===== config.mk =====
export PLATFORM = sky130hd
export DESIGN_NAME = inst_prefetch
export DESIGN_NICKNAME = d
export VERILOG_FILES = /design/src/rtl/inst_prefetch.sv
export SDC_FILE = /design/constraint.sdc
export NUM_CORES = 1
export LEC_CHECK = 0
export CAP_MARGIN = 10
export CELL_PAD_IN_SITES_DETAIL_PLACEMENT = 1
export CELL_PAD_IN_SITES_GLOBAL_PLACEMENT = 1
export CORE_MARGIN = 2
export CORE_UTILIZATION = 45
export DETAILED_ROUTE_END_ITERATION = 8
export GPL_TIMING_DRIVEN = 0
export PLACE_DENSITY_LB_ADDON = 0.1
export SYNTH_ARGS = -nofsm -noshare
export SYNTH_HDL_FRONTEND = slang
export SYNTH_SLANG_ARGS = --single-unit

===== constraint.sdc =====
create_clock -name clk -period 8.9 [get_ports clk]
set_clock_uncertainty 0.2 [all_clocks]
set_input_delay 0.89 -clock clk [delete_from_list [all_inputs] [get_ports clk]]
set_output_delay 0.89 -clock clk [all_outputs]
set_load 0.05 [all_outputs]

===== src/rtl/inst_prefetch.sv =====
// inst_prefetch: burst instruction prefetch from Avalon-MM into a PC-tagged FIFO feeding decode.
// Ports: clk/rst (sync, active-high); o_inst_addr/o_inst_burstcount/o_inst_read/i_inst_waitrequest/
// i_inst_readdata/i_inst_readdatavalid form the burst read master; i_redirect/i_redirect_pc flush and
// retarget fetch; o_inst/o_pc/o_valid/i_ready is the decode handshake; o_busy is high outside IDLE.
// Optional INST_PREFETCH_STATS_EN adds saturating counters o_stat_words and o_stat_discard.
module inst_prefetch #(
  parameter int ADDR_W = 32,
  parameter int DATA_W = 32,
  parameter int BURST = 4,
  parameter int DEPTH = 8,
  parameter logic [ADDR_W-1:0] RESET_PC = '0
) (
  input  logic              clk,
  input  logic              rst,
  output logic [ADDR_W-1:0] o_inst_addr,
  output logic [7:0]        o_inst_burstcount,
  output logic              o_inst_read,
  input  logic              i_inst_waitrequest,
  input  logic [DATA_W-1:0] i_inst_readdata,
  input  logic              i_inst_readdatavalid,
  input  logic              i_redirect,
  input  logic [ADDR_W-1:0] i_redirect_pc,
  output logic [DATA_W-1:0] o_inst,
  output logic [ADDR_W-1:0] o_pc,
  output logic              o_valid,
  input  logic              i_ready,
  output logic              o_busy
`ifdef INST_PREFETCH_STATS_EN
  ,
  output logic [31:0]       o_stat_words,
  output logic [31:0]       o_stat_discard
`endif
);
  localparam int PW = $clog2(DEPTH);
  localparam int CW = PW + 1;
  localparam int BW = $clog2(BURST) + 1;
  localparam logic [CW-1:0] MAX_FILL = CW'(DEPTH - BURST);
  localparam logic [ADDR_W-1:0] STEP = ADDR_W'(4 * BURST);
  typedef enum logic [1:0] {IDLE, REQ, DATA, DRAIN} state_t;
  state_t state;
  logic [ADDR_W-1:0] fetch_pc, beat_pc;
  logic [BW-1:0] beats_left;
  logic redir_pend;
  logic [DATA_W-1:0] mem_data [DEPTH];
  logic [ADDR_W-1:0] mem_pc [DEPTH];
  logic [PW-1:0] wptr, rptr, rptr_n;
  logic [CW-1:0] cnt, cnt_n, cnt_kept;
  logic push, pop, beat_last;
  assign o_inst_burstcount = 8'(BURST);
  always_comb begin
    push = state == DATA && i_inst_readdatavalid && !i_redirect;
    pop = o_valid && i_ready;
    beat_last = beats_left == BW'(1);
    rptr_n = rptr + PW'(pop);
    cnt_kept = cnt - CW'(pop);
    cnt_n = cnt_kept + CW'(push);
  end
  // o_inst/o_pc mirror the FIFO head; when the FIFO would otherwise be empty the new beat bypasses into them.
  always_ff @(posedge clk) begin
    if (push) begin
      mem_data[wptr] <= i_inst_readdata;
      mem_pc[wptr] <= beat_pc;
    end
    if (rst) begin
      wptr <= '0;
      rptr <= '0;
      cnt <= '0;
      o_valid <= 1'b0;
      o_inst <= '0;
      o_pc <= '0;
    end else if (i_redirect) begin
      rptr <= wptr;
      cnt <= '0;
      o_valid <= 1'b0;
    end else begin
      wptr <= wptr + PW'(push);
      rptr <= rptr_n;
      cnt <= cnt_n;
      o_valid <= cnt_n != '0;
      if (cnt_kept != '0) begin
        o_inst <= mem_data[rptr_n];
        o_pc <= mem_pc[rptr_n];
      end else if (push) begin
        o_inst <= i_inst_readdata;
        o_pc <= beat_pc;
      end
    end
  end
  // A redirect while a request is stalled must keep the request up; redir_pend turns its burst into a drain.
  always_ff @(posedge clk) begin
    if (rst) begin
      state <= IDLE;
      o_busy <= 1'b0;
      o_inst_read <= 1'b0;
      o_inst_addr <= RESET_PC;
      fetch_pc <= RESET_PC;
      beat_pc <= RESET_PC;
      beats_left <= '0;
      redir_pend <= 1'b0;
    end else begin
      if (i_redirect) fetch_pc <= i_redirect_pc;
      case (state)
        IDLE: if (!i_redirect && cnt <= MAX_FILL) begin
          state <= REQ;
          o_busy <= 1'b1;
          o_inst_read <= 1'b1;
          o_inst_addr <= fetch_pc;
          redir_pend <= 1'b0;
        end
        REQ: if (!i_inst_waitrequest) begin
          o_inst_read <= 1'b0;
          beats_left <= BW'(BURST);
          beat_pc <= o_inst_addr;
          if (i_redirect || redir_pend) state <= DRAIN;
          else begin
            state <= DATA;
            fetch_pc <= fetch_pc + STEP;
          end
        end else if (i_redirect) redir_pend <= 1'b1;
        DATA: if (i_inst_readdatavalid) begin
          beats_left <= beats_left - BW'(1);
          beat_pc <= beat_pc + ADDR_W'(4);
          if (beat_last) begin
            state <= IDLE;
            o_busy <= 1'b0;
          end else if (i_redirect) state <= DRAIN;
        end else if (i_redirect) state <= DRAIN;
        DRAIN: if (i_inst_readdatavalid) begin
          beats_left <= beats_left - BW'(1);
          if (beat_last) begin
            state <= IDLE;
            o_busy <= 1'b0;
          end
        end
        default: state <= IDLE;
      endcase
    end
  end
`ifdef INST_PREFETCH_STATS_EN
  logic discard;
  assign discard = i_inst_readdatavalid && (state == DRAIN || (state == DATA && i_redirect));
  always_ff @(posedge clk) begin
    if (rst) begin
      o_stat_words <= '0;
      o_stat_discard <= '0;
    end else begin
      if (push && !(&o_stat_words)) o_stat_words <= o_stat_words + 32'd1;
      if (discard && !(&o_stat_discard)) o_stat_discard <= o_stat_discard + 32'd1;
    end
  end
`endif
endmodule


# Yosys cells after proc, flatten, opt, wreduce, memory -nomap -nowiden
# Memories as Yosys holds them, arrays and structs flattened.
# Cells that the tools add are included.
# op_classes
addsub	7
n_lt_le_gt_ge	1
n_eq_ne	13
mux	36
bitwise	1
reduce_logical	24
# op_table
operator	n
$mux W32	10
$pmux W32 S2	1
$add A32 B3 Y32 const B	1
$add A32 B5 Y32 const B	1
$mux W2	7
$ne A2 B2 Y1 const B	7
$reduce_and A4 Y1	3
$mux W1	10
$reduce_bool A2 Y1	5
$mux W3	3
$reduce_and A3 Y1	3
$pmux W2 S4	1
$reduce_bool A4 Y1	2
$add A3 B1 Y3	2
$pmux W1 S2	3
$pmux W3 S2	1
$add A4 B1 Y4	1
$eq A2 B2 Y1 const B	2
$le A4 B3 Y1 const B	1
$logic_and A1 B1 Y1	4
$ne A2 B1 Y1 const B	2
$reduce_and A2 Y1	2
$reduce_or A2 Y1	2
$sub A4 B1 Y4	1
7 further kinds	7
# totals
reg_bits	179
ram_bits	512
in_bits	70
out_inout_bits	107
memories	2
# mem_list
name	depth	width	rd	rd_clocked_by_memory_dff	wr	line_no	source
mem_data	8	32	1	0	1	44	logic [DATA_W-1:0] mem_data [DEPTH];
mem_pc	8	32	1	0	1	45	logic [ADDR_W-1:0] mem_pc [DEPTH];

# Longest topological paths before layout
# Gate-level depths: netlist of run 1.
# depth
depth_word	5
depth_mapped	9

# Least setup slack after synthesis of run 1
# No wires, ideal clock.
# synth_timing
path_kind	input -> register
start	input port i_inst_readdatavalid
end	memory mem_data[0][0] (enable)
setup_ns	0.565
t_arrival_ns	6.122
path_slack_ns	2.014
stages	4
path_cell_list	clkbuf_1 nand3b_2 or3_1 nor3_1
# synth_between
elab_chain_len	4
# synth_lines
element	line_no	source
start: declaration	20	input logic i_inst_readdatavalid,
$logic_and A1 B1 Y1 (2 in a row)	51	push = state == DATA && i_inst_readdatavalid && !i_redirect;
$mux W1	60	if (push) begin
$mux W1 (implied by the code)	61	mem_data[wptr] <= i_inst_readdata;
end: declaration	44	
# No other way between the ends.

# Worst setup path after layout of run 1
# layout_timing
start	input port i_ready
end	register o_inst[5]
# layout_between
elab_chain_len	5
word_cells_on_any_way	8
classes_between	2 x add/sub; 1 x mux; 4 x reduce/logical; 1 x memory
# layout_lines
element	line_no	source
start: declaration	26	input logic i_ready,
$logic_and A1 B1 Y1 (*)	52	pop = o_valid && i_ready;
parallel branches: the longest is 4 deep, another holds $mem_v2 Z8 W32	--	
end signal: assignment	81	o_inst <= mem_data[rptr_n];
end signal: assignment	84	o_inst <= i_inst_readdata;
end: declaration	23	output logic [DATA_W-1:0] o_inst,
# Mark *: on every way between the ends.
# A chain may end at the register's enable or synchronous reset.

==> flow_metrics.tcl, run 1 <==
set metrics [dict create \
    worst-path-max-fanout 10 \
    worstSetupEndpointType "flip-flop" \
    crit_path_start "i_ready" \
    postCtsSetupRepairBufs 0 \
    min_from "o_inst[17]" \
    mostFrequentLayoutCell "edfxtp_1" \
    drt_iter0_drc 1280 \
    ys_seq_area_frac 0.698 \
    pre_cts_slack_ps 4030 \
    clockBufferDepth 3 \
    synthTopCellsByArea "edfxtp_1 (57%), dfxtp_1 (13%), mux4_2 (11%)" \
    dr.pass1.iters 5 \
    grt_pass1_wl_um 114000 \
    yosys_warnings 0 \
    wl_per_cell_um 26.1 \
    critical_path_class "primary input to flip-flop" \
    clockRootBuffer "clkbuf_16" \
    wirelength_um 74700 \
    worstPathRequired_ps 9240 \
    synth_edf_count 512 \
    critPathLaunchType "primary input" \
    drv_slew 0 \
    drv_cap 0 \
    die_x_um 250 \
    avgSynthCellArea_um2 15.6 \
    fp.coreArea_um2 60000 \
    viasPerCell 5.78 \
    drive_above_1_share 0.162 \
    grt_max_degree 26 \
    min_period_over_period 0.475 \
    clk_pin_slew_ps 60 \
    async_reset_ff_frac 0 \
    slew_headroom 0.124 \
    cts_tree "done" \
    cts_sinks 691 \
    num_vias 16580 \
    cts_inserted_buffers 74 \
    dp_hpwl_um 49700 \
    drtAntennaViolNets 0 \
    pin_count 177 \
    rr_startpoint "o_valid" \
    irDropWorstVdd_uv 115 \
    setup_ws_ps 4670 \
    synth_area_leader_cell "edfxtp_1" \
    die_y_um 250 \
    yosysTopAreaCellShare 0.566 \
    synth_area_um2 27200 \
    post_cts_resized 0 \
    gr-usage-all-layers 0.243 \
    portBuffers 165 \
    syn_to_final_growth_pct 21.1 \
    hold_class "flip-flop to flip-flop" \
    powerDensity_nw_per_um2 216 \
    p_leak_nw 10.6 \
    status "completed" \
    die_area_um2 62300 \
    rr_worst_depth 9 \
    worst_slew_pin_slew_ps 1310 \
    grt_pass1_vias 18028 \
    htreeDepth 3 \
    arrival_ps 4570 \
    synth_flop_cell "edfxtp_1" \
    final_cell_mix "edfxtp_1 (512), nand2_1 (196), dfxtp_1 (179)" \
    r2r_end "o_inst[5]" \
    synth_cell_types 73 \
    clock_latency_ps 610 \
    start_util 0.453 \
    finalHoldViolCount 0 \
    setup_viol 0 \
    hold_slack_ps 285 \
    nNetsFinal 2104 \
    core.rowCount 90 \
    fin_crit_ps 4230 \
    holdBufCountCts 0 \
    fmax_ghz 0.236 \
    overflow 0 \
    synth_seq_cells 691 \
    reg2reg_slack_ps 5030 \
    drc 0 \
    synth_cells 1740 \
    antenna_found_initial 1 \
    crit_end "o_inst[5]" \
    gp_congestion 0.832 \
    rsz0062_at_grt "no" \
]
[flip-flops by register name (all words and copies together), names as in the netlist, 4 cells and up]
signal and flops:
beat_pc 32, mem_pc 256, o_inst 32, mem_data 256, o_inst_addr 32, fetch_pc 32, o_pc 32, cnt 4
[critical path: stages]
cell,delay (ps)
clkdlybuf4s50_1,390
and2_1,230
ha_1,240
ha_1,190
xnor2_1,280
nand3_1,150
or2_2,360
o22ai_2,990
clkbuf_1,560
a221o_1,270
[worst min-delay path by stage]
stage	depth (start not counted)	end	slack, ps
5_1_grt	1	o_inst[3]	310
3_5_place_dp	1	o_inst[4]	280
2_1_floorplan	2	fetch_pc[0]	260
6_report	1	o_inst[17]	280
3_3_place_gp	1	o_inst[16]	270
4_1_cts	1	o_inst[9]	290
[power breakdown]
part           total [mW]  switching, mW  internal (mW)
sequential           3.55         0.0566           3.49
clock                3.08           1.27           1.81
combinational       0.458          0.292          0.167
total                7.09           1.62           5.47
[layout make-up]
class                           count  area [um^2]
Multi-Input combinational cell    920         7710
Sequential cell                   691        19000
Timing Repair Buffer              200         2230
Antenna cell                        1         2.50
Inverter                           15         56.3
Clock inverter                     34          355
Clock buffer                      104         2080
Tap cell                          782          978
Buffer                            120          517
Fill cell                        5674        27100
[cells by family after synthesis]
kind of cell | synth area share
adder cells (fa/ha/maj) | 0.00553
flip-flops | 0.698
AND/OR/NAND/NOR | 0.0749
AO/OA/AOI/OAI | 0.0702
multiplexers | 0.122
other | 0.000276
buffers and inverters | 0.0211
XOR/XNOR | 0.00838
[routing by layer]
layer | up-vias | GRT usage | routed length, um
li1 | 7366 | - | -
met1 | 8680 | 0.315 | 31400
met4 | 0 | 0.0728 | 1790
met3 | 120 | 0.0368 | 3480
met2 | 414 | 0.423 | 38000
met5 | - | 0 | 0
[through the flow]
step	power (mW)	cell area [um^2]	instances	utilization	setup TNS, ps
floorplan	3.88	27200	1746	-	0
global placement	4.06	29800	2693	0.497	-405290
detailed placement	4.08	30500	2728	0.507	0
CTS	7.15	32900	2866	0.548	0
global route	7.30	32900	2867	0.548	0
finish	7.09	32900	2867	0.548	0
[Yosys cell counts (all sizes together), types with 17 or more instances]
master	n
mux2i	40
buf	41
nand4	17
a211oi	17
nor2	98
xnor2	19
edfxtp	512
clkbuf	79
dfxtp	179
mux4	128
nand3	32
nand2	197
o21ai	27
a221o	64
a21oi	102
(Power assumes the default switching activity.)
==> inputs of run 2 (changes only) <==
==> constraint.sdc (replaced) <==
create_clock -name clk -period 3.9 [get_ports clk]
set_clock_uncertainty 0.2 [all_clocks]
set_input_delay 0.39 -clock clk [delete_from_list [all_inputs] [get_ports clk]]
set_output_delay 0.39 -clock clk [all_outputs]
set_load 0.05 [all_outputs]
==> run 2 against run 1 <==
  * Design area fell by 0.31%
  * Worst setup slack worse by 4400 ps
  * Power grew 120%
  * Die area stayed put
  * Global-route usage grew 0.055 points
  * First-iteration DRC count fell by 3.6%
  * Sequential share of layout area up 0.18 points
  * Register-to-register slack lost 4800 ps
  * Combinational power rose by 130%
  * Via count increased by 0.47%
  * Critical path type is now flip-flop to flip-flop
  * Critical endpoint is now o_inst[25]
  * Largest cell class unchanged
  * Largest power group unchanged
==> flow_metrics.tcl, run 2 (same netlist as run 1, synthesis figures left out) <==
set metrics [dict create \
    status "completed" \
    htreeDepth 3 \
    syn_to_final_growth_pct 20.7 \
    portBuffers 165 \
    setup_viol 0 \
    clk_pin_slew_ps 60 \
    cp_slowest_stage_delay_ps 760 \
    cp_slowest_cell "clkbuf_1" \
    die_y_um 250 \
    met2_usage 0.425 \
    critical_path_class "flip-flop to flip-flop" \
    core.rowCount 90 \
    clockBufferDepth 3 \
    final_cell_mix "edfxtp_1 (512), nand2_1 (196), dfxtp_1 (179)" \
    n_fill_cell 5696 \
    antenna_found_initial 1 \
    viasPerCell 5.83 \
    drv_slew 0 \
    clockRootBuffer "clkbuf_16" \
    hold_class "primary input to flip-flop" \
    dr.pass1.iters 5 \
    min_to "beats_left[0]" \
    start_util 0.453 \
    stdcell_count 2859 \
    drv_cap 0 \
    rr_startpoint "o_valid" \
    die_x_um 250 \
    overflow 0 \
    rr_worst_depth 9 \
    fin_crit_ps 3640 \
    top_usage_layer "met2" \
    drtAntennaViolNets 0 \
    grt_pass1_vias 18074 \
    drc 0 \
    num_vias 16658 \
    worst-path-max-fanout 10 \
    rsz0062_at_grt "no" \
    worstPathRequired_ps 4180 \
    p_leak_nw 10.5 \
    wirelength_um 74900 \
    r2r_end "o_inst[25]" \
    gp_congestion 0.833 \
    worst_slew_pin_slew_ps 1060 \
    holdBufCountCts 0 \
    fp.coreArea_um2 60000 \
    die_area_um2 62300 \
    grtUsageMet1 0.316 \
    worstPathCellList "and2_1, ha_1, ha_1, clkbuf_1, clkbuf_1, mux4_2, nand2_1, a21oi_1, a221o_1" \
    critPathLaunchType "flip-flop" \
    mostFrequentLayoutCell "edfxtp_1" \
    nNetsFinal 2100 \
    min_period_over_period 0.934 \
    powerDensity_nw_per_um2 480 \
    pin_count 177 \
    drt_iter0_drc 1234 \
    wl_per_cell_um 26.2 \
    dp_hpwl_um 50000 \
    drive_above_1_share 0.155 \
    finalHoldViolCount 0 \
    grtUsageMet3 0.0336 \
    grt_pass1_wl_um 114000 \
    power_mw 15.7 \
    cts_inserted_buffers 73 \
    worstSetupEndpointType "flip-flop" \
    critPathTopFamily "buffers and inverters" \
    num_antenna_cells 0 \
    numPlacedInstances 2722 \
    clock_latency_ps 600 \
    path_buf_inv 2 \
    min_delay_path_depth 3 \
    reg_top3 "mem_data (256), mem_pc (256)" \
    slew_headroom 0.292 \
    arrival_ps 3930 \
    min_from "i_inst_readdatavalid" \
    grt_max_degree 25 \
    reg2reg_slack_ps 260 \
    fmax_ghz 0.275 \
    cts_sinks 691 \
    cts_tree "done" \
    irDropWorstVdd_uv 253 \
    gr-usage-all-layers 0.243 \
]
==> run 2: worst max path at each step <==
| stage | start | to | slack [ps] | cells after the start |
|---|---|---|---|---|
| after global placement | i_redirect | mem_data[5][8] | -4310 | 5 |
| after CTS | o_valid | o_inst[31] | 20 | 9 |
| final | o_valid | o_inst[25] | 260 | 9 |
| after floorplan | i_inst_readdatavalid | mem_data[4][0] | -770 | 4 |
| after detailed placement | i_ready | o_inst[31] | -440 | 10 |
| after global routing | o_valid | o_inst[7] | 140 | 9 |
==> run 2: cell type report <==
cell class / count / area, um^2 / area share
inverter: 15 / 56.3 / 0.00172
tap: 782 / 978 / 0.0298
buffer: 120 / 517 / 0.0158
timing repair buffer: 197 / 2290 / 0.0699
clock inverter: 27 / 171 / 0.00523
multi-input combinational: 920 / 7730 / 0.236
sequential: 691 / 19000 / 0.578
clock buffer: 107 / 2080 / 0.0634
==> run 2: what timing repair did <==
action | 4_1_cts | 5_1_grt
setup buffers | 0 | 3
hold endpoints to repair | 0 | 0
resized for setup | 0 | 1
endpoints found under the setup margin | 0 | 30
==> run 2: tightest hold or removal path, delay by kind of cell <==
family,cells,cell delay [ps]
AOI/OAI and AO/OA,1,60
buffers and inverters,1,200
and+or+nand+nor,1,150
==> run 2: per-layer routing <==
layer	wire length (um)	vias to the layer above
li1	-	7368
met2	38600	472
met5	13	-
met3	3670	118
met1	30900	8698
met4	1770	2
==> run 2: where the power goes <==
group / leakage [nW] / switching (mW) / internal, mW
sequential: 5.77 / 0.127 / 7.97
combinational: 3.60 / 0.667 / 0.383
clock: 1.09 / 2.82 / 3.77
total: 10.5 / 3.62 / 12.1
==> run 2: per-stage QoR <==
stage	setup slack (ps)	TNS, ps	instance area (um^2)	hold slack, ps	util
after floorplan	-769	-299500	27200	260	-
after global placement	-4310	-1934050	29800	267	0.497
after detailed placement	-441	-18130	30500	274	0.508
after CTS	22.5	0	32700	17.4	0.546
after global routing	145	0	32800	98.8	0.546
final	258	0	32800	59.4	0.546
